### src/rtl/sha_input_manager.sv
// Work dispatcher: latches one work unit, broadcasts it to NUM_CORES cores and steps nonce batches
// until a find, nonce-space exhaustion or flush. Define SHA_IN_STATS_EN to add the hash_count output.
module sha_input_manager #(
    parameter int unsigned NUM_CORES   = 1,
    parameter logic [31:0] NONCE_START = 32'd0
) (
    input  logic                      clk,
    input  logic                      n_rst,
    input  logic                      work_valid,
    output logic                      work_ready,
    input  logic [351:0]              work_data,
    input  logic                      flush,
    output logic [351:0]              core_work,
    output logic [32*NUM_CORES-1:0]   core_nonce,
    output logic                      core_start,
    input  logic [NUM_CORES-1:0]      core_done,
    input  logic [NUM_CORES-1:0]      core_found,
    output logic                      busy,
    output logic                      found,
    output logic                      exhausted
`ifdef SHA_IN_STATS_EN
    ,
    output logic [47:0]               hash_count
`endif
);

    typedef enum logic [1:0] {
        ST_IDLE,
        ST_ISSUE,
        ST_WAIT
    } state_t;

    state_t                   state_q;
    logic [31:0]              base_q;
    logic [351:0]             core_work_q;
    logic [32*NUM_CORES-1:0]  core_nonce_q;
    logic                     work_ready_q;
    logic                     core_start_q;
    logic                     busy_q;
    logic                     found_q;
    logic                     exhausted_q;

    logic                     batch_complete;
    logic [32:0]              base_sum;
    logic [31:0]              next_base_d;
    logic [32*NUM_CORES-1:0]  core_nonce_d;

    assign batch_complete = (state_q == ST_WAIT) && (&core_done);
    // Bit 32 of the widened sum flags that the last batch of the nonce space just finished.
    assign base_sum       = {1'b0, base_q} + 33'(NUM_CORES);
    assign next_base_d    = (state_q == ST_IDLE) ? NONCE_START : base_sum[31:0];

    generate
        for (genvar gi = 0; gi < NUM_CORES; gi++) begin : g_nonce
            assign core_nonce_d[32*gi +: 32] = next_base_d + 32'(gi);
        end
    endgenerate

    always_ff @(posedge clk) begin
        if (!n_rst) begin
            state_q      <= ST_IDLE;
            base_q       <= 32'd0;
            core_work_q  <= '0;
            core_nonce_q <= '0;
            work_ready_q <= 1'b1;
            core_start_q <= 1'b0;
            busy_q       <= 1'b0;
            found_q      <= 1'b0;
            exhausted_q  <= 1'b0;
        end else begin
            core_start_q <= 1'b0;
            found_q      <= 1'b0;
            exhausted_q  <= 1'b0;
            case (state_q)
                ST_IDLE: begin
                    if (work_valid) begin
                        core_work_q  <= work_data;
                        base_q       <= next_base_d;
                        core_nonce_q <= core_nonce_d;
                        core_start_q <= 1'b1;
                        busy_q       <= 1'b1;
                        work_ready_q <= 1'b0;
                        state_q      <= ST_ISSUE;
                    end
                end
                ST_ISSUE: begin
                    // core_done seen here is left over from the previous batch.
                    if (flush) begin
                        busy_q       <= 1'b0;
                        work_ready_q <= 1'b1;
                        state_q      <= ST_IDLE;
                    end else begin
                        state_q      <= ST_WAIT;
                    end
                end
                ST_WAIT: begin
                    if (flush) begin
                        busy_q       <= 1'b0;
                        work_ready_q <= 1'b1;
                        state_q      <= ST_IDLE;
                    end else if (&core_done) begin
                        if (|core_found) begin
                            found_q      <= 1'b1;
                            busy_q       <= 1'b0;
                            work_ready_q <= 1'b1;
                            state_q      <= ST_IDLE;
                        end else if (base_sum[32]) begin
                            exhausted_q  <= 1'b1;
                            busy_q       <= 1'b0;
                            work_ready_q <= 1'b1;
                            state_q      <= ST_IDLE;
                        end else begin
                            base_q       <= next_base_d;
                            core_nonce_q <= core_nonce_d;
                            core_start_q <= 1'b1;
                            state_q      <= ST_ISSUE;
                        end
                    end
                end
                default: begin
                    busy_q       <= 1'b0;
                    work_ready_q <= 1'b1;
                    state_q      <= ST_IDLE;
                end
            endcase
        end
    end

    assign work_ready = work_ready_q;
    assign core_work  = core_work_q;
    assign core_nonce = core_nonce_q;
    assign core_start = core_start_q;
    assign busy       = busy_q;
    assign found      = found_q;
    assign exhausted  = exhausted_q;

`ifdef SHA_IN_STATS_EN
    logic [47:0] hash_count_q;
    logic [48:0] hash_sum;

    assign hash_sum = {1'b0, hash_count_q} + 49'(NUM_CORES);

    always_ff @(posedge clk) begin
        if (!n_rst) begin
            hash_count_q <= 48'd0;
        end else if ((state_q == ST_IDLE) && work_valid) begin
            hash_count_q <= 48'd0;
        end else if (batch_complete && !flush) begin
            hash_count_q <= hash_sum[48] ? {48{1'b1}} : hash_sum[47:0];
        end
    end

    assign hash_count = hash_count_q;
`endif

endmodule

### config.mk
export PLATFORM = sky130hd
export DESIGN_NAME = sha_input_manager
export DESIGN_NICKNAME = d
export VERILOG_FILES = /design/src/rtl/sha_input_manager.sv
export SDC_FILE = /design/constraint.sdc
export NUM_CORES = 1
export LEC_CHECK = 0
export BUFFER_PORTS_ARGS = -buffer_cell sky130_fd_sc_hd__buf_2
export CAP_MARGIN = 20
export CORE_AREA = 3 3 293 295
export DETAILED_ROUTE_END_ITERATION = 10
export DIE_AREA = 0 0 296 298
export HOLD_SLACK_MARGIN = 0.03
export SYNTH_ARGS = -nofsm -noshare
export SYNTH_HDL_FRONTEND = slang
export SYNTH_SLANG_ARGS = --single-unit
export TNS_END_PERCENT = 50
### constraint.sdc
create_clock -name clk -period 4.4 [get_ports clk]
set_input_delay 0.66 -clock clk [delete_from_list [all_inputs] [get_ports clk]]
set_output_delay 0.66 -clock clk [all_outputs]
set_load 0.1 [all_outputs]
==> metrics.yaml, run 1 <==
clock_tree:
  cts-root-buf: "clkbuf_16"
  hold_buffers: 0
  cts_buffers: 46
  cts_tree: "built"
  htree_levels: 2
  clk_latency_ns: 0.56
  cts_resized: 0
  clk_pin_slew_worst_paths_ns: 0.06
  clock_path_buffers: 3
  cts.sinks: 391
  cts_setup_buffers: 0
flow_run:
  cap_viol_max_count: 0
layout:
  synthToLayoutAreaGrowth_pct: 41.96
  nets: 2805
  drive_above_1_share_pct: 34.00
  n_fill_cell: 9195
  multi_input_area_sq_mm: 0.006456
  design_area_sq_mm: 0.02114
  seqCellArea_sq_mm: 0.007828
hold_path:
  min_from: "core_found"
  min_path_type: "input pin to flop"
timing:
  tns_ns: 0
  tightest_slew_ns: 1.185
  period_minus_slack_ns: 2.338
  worst_hold_slack_ns: 0.3004
  setup_viol: 0
  skew_ns: 0.01540
  fmax_ghz: 0.4277
  hold_viol: 0
  setup_ws_ns: 2.062
  drv_slew: 0
  slew_headroom_pct: 20.97
  rsz0062_at_grt: "false"
  period_share_pct: 53.13
synth:
  synth_top_area_share_pct: 52.56
  avgSynthCellArea_sq_um: 8.394
  synth_edf_count: 0
  synth_most_common_cell: "nand2_1"
  synth-seq-cells: 391
  synthTopCellsByArea: "dfxtp_1 (53%), nand2_1 (18%), a21boi_0 (18%)"
  synth_commonest_cells: "nand2_1 (723), dfxtp_1 (391), a21boi_0 (352)"
  synth_area_sq_mm: 0.01489
  synth_seq_area_share_pct: 52.56
  synth-warning-count: 0
  netlist_instances: 1774
  syn-num-nets: 2133
  synth_flop_cell: "dfxtp_1"
  yosys.area.top_type: "dfxtp_1"
  async_flop_share_pct: 0
  yosysUniqueCellTypes: 46
global_routing:
  antenna_found_initial: 12
  grt-ovfl-total: 0
  grt_start_max_net_pins: 205
  grt_pass1_vias: 13710
  grt_usage_pct: 11.86
  grt_pass1_wl_mm: 82.64
place:
  place.detailed.hpwl_mm: 40.79
  dpl_cell_area_sq_mm: 0.01954
  place_ws_ns: 1.748
  port_buffers: 746
  routabilityCongestion: 0.8392
worst_setup_path:
  cp.required_ns: 4.88
  critPathKind: "flop to flop"
  cp.arrival_ns: 2.82
  path_max_fanout: 90
  r2r_start: "state_q[0]$_SDFFE_PN0P_"
  crit_start: "state_q[0]$_SDFFE_PN0P_"
  crit_path_start_kind: "flop"
  crit_path_end_kind: "flop"
die:
  ios: 747
  die_w_microns: 296
  rows: 106
  coreArea_sq_mm: 0.08342
  die_h_microns: 298
  die-area_sq_mm: 0.08821
  start_util_pct: 17.85
power_and_ir_drop:
  ir_worst_vdd_uv: 280.5
  p_per_area_mw_per_mm2: 475.2
  p_leak_nw: 9.454
detailed_routing:
  wire_per_inst_microns: 15.67
  drt_iter0_drc: 739
  drc: 0
  vias_per_cell: 4.039
  vias: 14420
  ant_nets: 0
  drtPass1Iterations: 5
  drt-total-wl_mm: 55.94
run_status:
  status: "finished clean"
## flip-flops by register name (all words and copies together) (netlist names)
| name | flops |
|---|---|
| busy | 1 |
| core_nonce | 32 |
| core_start | 1 |
| core_work | 352 |
| exhausted | 1 |
| found | 1 |
| state_q | 2 |
| work_ready | 1 |
## cell families after synthesis
family	after synthesis	share of synthesized area, %
adders and majority gates	1	0.08401
AOI/OAI and AO/OA	424	20.83
muxes	1	0.06722
buffers and inverters	139	4.117
and+or+nand+nor	818	22.34
DFF	391	52.56
## layout make-up
type | instances | share of cell area [%]
inverter | 6 | 0.1065
tap | 1080 | 6.392
timing repair buffer | 757 | 18.64
clock inverter | 12 | 0.3906
multi-input combinational | 1244 | 30.54
clock buffer | 72 | 6.824
antenna | 7 | 0.08286
sequential | 391 | 37.03
## worst max-delay path: stages (launching register included)
cell and delay, ns:
dfxtp_1 0.40, nor2_1 0.29, and2_4 0.45, buf_12 0.30, buf_12 0.36, nand2_1 0.13
a21boi_0 0.15
## power breakdown
group / internal (mW) / leakage (nW) / total (mW) / switching (mW)
sequential: 3.74 / 3.21 / 3.84 / 0.0978
combinational: 0.420 / 5.51 / 2.40 / 1.98
clock: 2.25 / 0.734 / 3.81 / 1.56
## stage by stage
step | std cells | power, mW | util [%]
detailed placement | 3476 | 6.330 | 23.43
global placement | 3476 | 6.316 | 23.43
global route | 3567 | 10.46 | 25.34
CTS | 3560 | 10.22 | 25.25
floorplan | 1774 | 5.783 | -
finish | 3569 | 10.05 | 25.34
## path summary, 6_finish.rpt
check	to	slack [ns]	cells past startpoint
max	core_work[195]$_SDFFE_PN0P_	2.06	6
max reg2reg	core_work[195]$_SDFFE_PN0P_	2.06	6
min	exhausted$_SDFF_PP0_	0.30	2
min reg2reg	core_work[350]$_SDFFE_PN0P_	0.46	2
## per-layer routing
metal	vias up	GRT usage (%)	wire [microns]
met1	6652	14.22	23010
li1	7186	-	-
met5	-	0	0
met4	0	3.588	1350
met3	84	3.869	4815
met2	494	20.07	26760
## layout by cell type, fill, tap and decap left out, types with 5 or more instances in the layout
master	netlist	layout
a21boi_0	352	352
a21oi_1	27	27
and3_1	5	5
buf_12	0	6
buf_2	52	745
clkbuf_1	75	10
clkbuf_16	0	49
clkbuf_8	0	14
clkinvlp_4	0	6
dfxtp_1	391	391
diode_2	0	7
inv_1	6	6
nand2_1	723	723
nand3_1	17	17
nand4_1	14	14
nor2_1	9	9
o21ai_1	14	14
o31ai_1	11	11
or3_1	13	13
or4_1	12	12
Note: power is estimated with default switching activity, not from simulation.
==> run 2: changes to the inputs <==
- clock period: 4.4 -> 1.9 ns (I/O delays scaled with it)
==> metrics.yaml, run 2 (synthesis gave the netlist of run 1 again) <==
timing:
  tightest_slew_ns: 0.6632
  skew_ns: 0.03277
  period_minus_slack_ns: 1.879
  drv_slew: 0
  rsz0062_at_grt: "true"
  fmax_ghz: 0.5322
  period_share_pct: 98.89
  hold_viol: 0
  setup_viol: 0
  worst_hold_slack_ns: 0.09142
  tns_ns: 0
  slew_headroom_pct: 56.09
global_routing:
  grt_busiest_layer: "met2"
  grt_usage_pct: 13.16
  antenna_found_initial: 6
  grt_pass1_vias: 16170
  grt_use_met1_pct: 15.25
  grt_pass1_wl_mm: 92.06
  grt_use_met2_pct: 21.95
  grt-ovfl-total: 0
  grt_start_max_net_pins: 73
  grt_use_met3_pct: 4.398
layout:
  synthToLayoutAreaGrowth_pct: 70.02
  drive_above_1_share_pct: 32.42
  final_cell_mix: "buf_2 (745), nand2_1 (723), dfxtp_1 (359), a21boi_0 (352), dlygate4sd3_1 (352)"
  largest_reg_flops: 352
  nets: 3217
  fin_util_pct: 30.35
  design_area_sq_mm: 0.02532
  final_common_cell: "buf_2"
  final_cells: 3978
clock_tree:
  cts.sinks: 391
  clk_latency_ns: 0.59
  clk_pin_slew_worst_paths_ns: 0.06
  cts_buffers: 47
  clock_path_buffers: 3
  htree_levels: 2
  cts-root-buf: "clkbuf_16"
  cts_tree: "built"
die:
  start_util_pct: 17.85
  ios: 747
  die_w_microns: 296
  die_h_microns: 298
  coreArea_sq_mm: 0.08342
  rows: 106
  die-area_sq_mm: 0.08821
worst_setup_path:
  critPathKind: "flop to flop"
  crit_path_end_kind: "flop"
  cp.arrival_ns: 2.35
  worstRegToRegCells: 7
  crit_path_start_kind: "flop"
  path_max_fanout: 16
  cp.required_ns: 2.37
  r2r_start: "core_nonce[1]$_SDFFE_PN0P_"
  timing.rr.end: "core_nonce[21]$_SDFFE_PN0P_"
  ff2ff_setup_slack_ns: 0.02
power_and_ir_drop:
  ir_worst_vdd_uv: 762.2
  p_int_mw: 15.62
  p_comb_share_pct: 25.9
  p_leak_nw: 11.27
  pwr-share-seq_pct: 36.5
  p_per_area_mw_per_mm2: 960.4
  netSwitchingPower_mw: 8.697
  switching_share_pct: 35.77
  power_frac_clock_pct: 37.6
place:
  place.detailed.hpwl_mm: 43.47
  port_buffers: 746
  placed_cells: 3535
  routabilityCongestion: 0.8306
  dpl_cell_area_sq_mm: 0.02020
detailed_routing:
  drc: 0
  vias_per_cell: 4.079
  drt_iter0_drc: 803
  ant_nets: 0
  drt-total-wl_mm: 61.98
  vias: 16230
  drtPass1Iterations: 8
  wire_per_inst_microns: 15.58
hold_path:
  min_path_type: "input pin to flop"
  holdPathStages: 3
  holdPathEnd: "core_work[290]$_SDFFE_PN0P_"
  min_from: "work_data[290]"
flow_run:
  cap_viol_max_count: 0
run_status:
  status: "finished clean"
[run 2: metal layers]
layer / vias to the layer above / routed length [microns] / share of wire [%]
met3: 158 / 5356 / 8.6
li1: 8015 / - / -
met5: - / 0 / 0
met1: 7423 / 25320 / 41
met4: 0 / 2710 / 4.4
met2: 630 / 28600 / 46
[run 2: worst max path at each step]
| stage | start | to | slack, ns |
|---|---|---|---|
| 4_1_cts | core_nonce[6]$_SDFFE_PN0P_ | core_nonce[31]$_SDFFE_PN0P_ | 0.03 |
| 5_1_grt | core_nonce[1]$_SDFFE_PN0P_ | core_nonce[10]$_SDFFE_PN0P_ | -0.04 |
| 2_1_floorplan | core_nonce[1]$_SDFFE_PN0P_ | core_nonce[27]$_SDFFE_PN0P_ | -0.08 |
| 6_report | core_nonce[1]$_SDFFE_PN0P_ | core_nonce[21]$_SDFFE_PN0P_ | 0.02 |
| 3_5_place_dp | work_valid | core_nonce[21]$_SDFFE_PN0P_ | 0.02 |
| 3_3_place_gp | core_nonce[6]$_SDFFE_PN0P_ | core_nonce[31]$_SDFFE_PN0P_ | 0.07 |
[run 2: repair_timing]
| action | 4_1_cts | 5_1_grt |
|---|---|---|
| gates resized for setup | 0 | 1 |
| endpoints found under the setup margin | 0 | 23 |
| hold buffers | 352 | 0 |
| setup buffers | 0 | 2 |
| hold endpoints to repair | 352 | 0 |
[run 2: through the flow]
stage / setup WS, ns / power, mW
6_report: 0.02114 / 24.32
4_1_cts: 0.02739 / 24.65
3_5_place_dp: 0.02330 / 14.75
3_3_place_gp: 0.06788 / 14.72
2_1_floorplan: -0.07743 / 13.36
5_1_grt: -0.03606 / 25.27
[run 2: critical path: stages, from the launching register on]
cell,delay [ns]
dfxtp_4,0.36
ha_4,0.16
and3_4,0.17
and2_4,0.17
a31o_1,0.19
buf_4,0.19
or4_1,0.40
a21oi_1,0.15
[run 2: final cells by class]
class | count | area [sq um]
repair buffers | 1168 | 7966
multi-input cells | 1244 | 6479
well taps | 1080 | 1351
fillers | 8614 | 58100
clock inverters | 16 | 186.4
clock buffers | 68 | 1376
inverters | 6 | 22.52
diodes | 5 | 12.51
flip-flops and latches | 391 | 7925
[run 2: power by group through the flow]
stage,Sequential [mW],Combinational (mW),Clock (mW)
2_1_floorplan,12.4,0.984,0
3_3_place_gp,9.03,5.70,0
3_5_place_dp,9.04,5.71,0
4_1_cts,8.87,6.30,9.48
5_1_grt,8.92,6.59,9.76
6_report,8.87,6.29,9.15
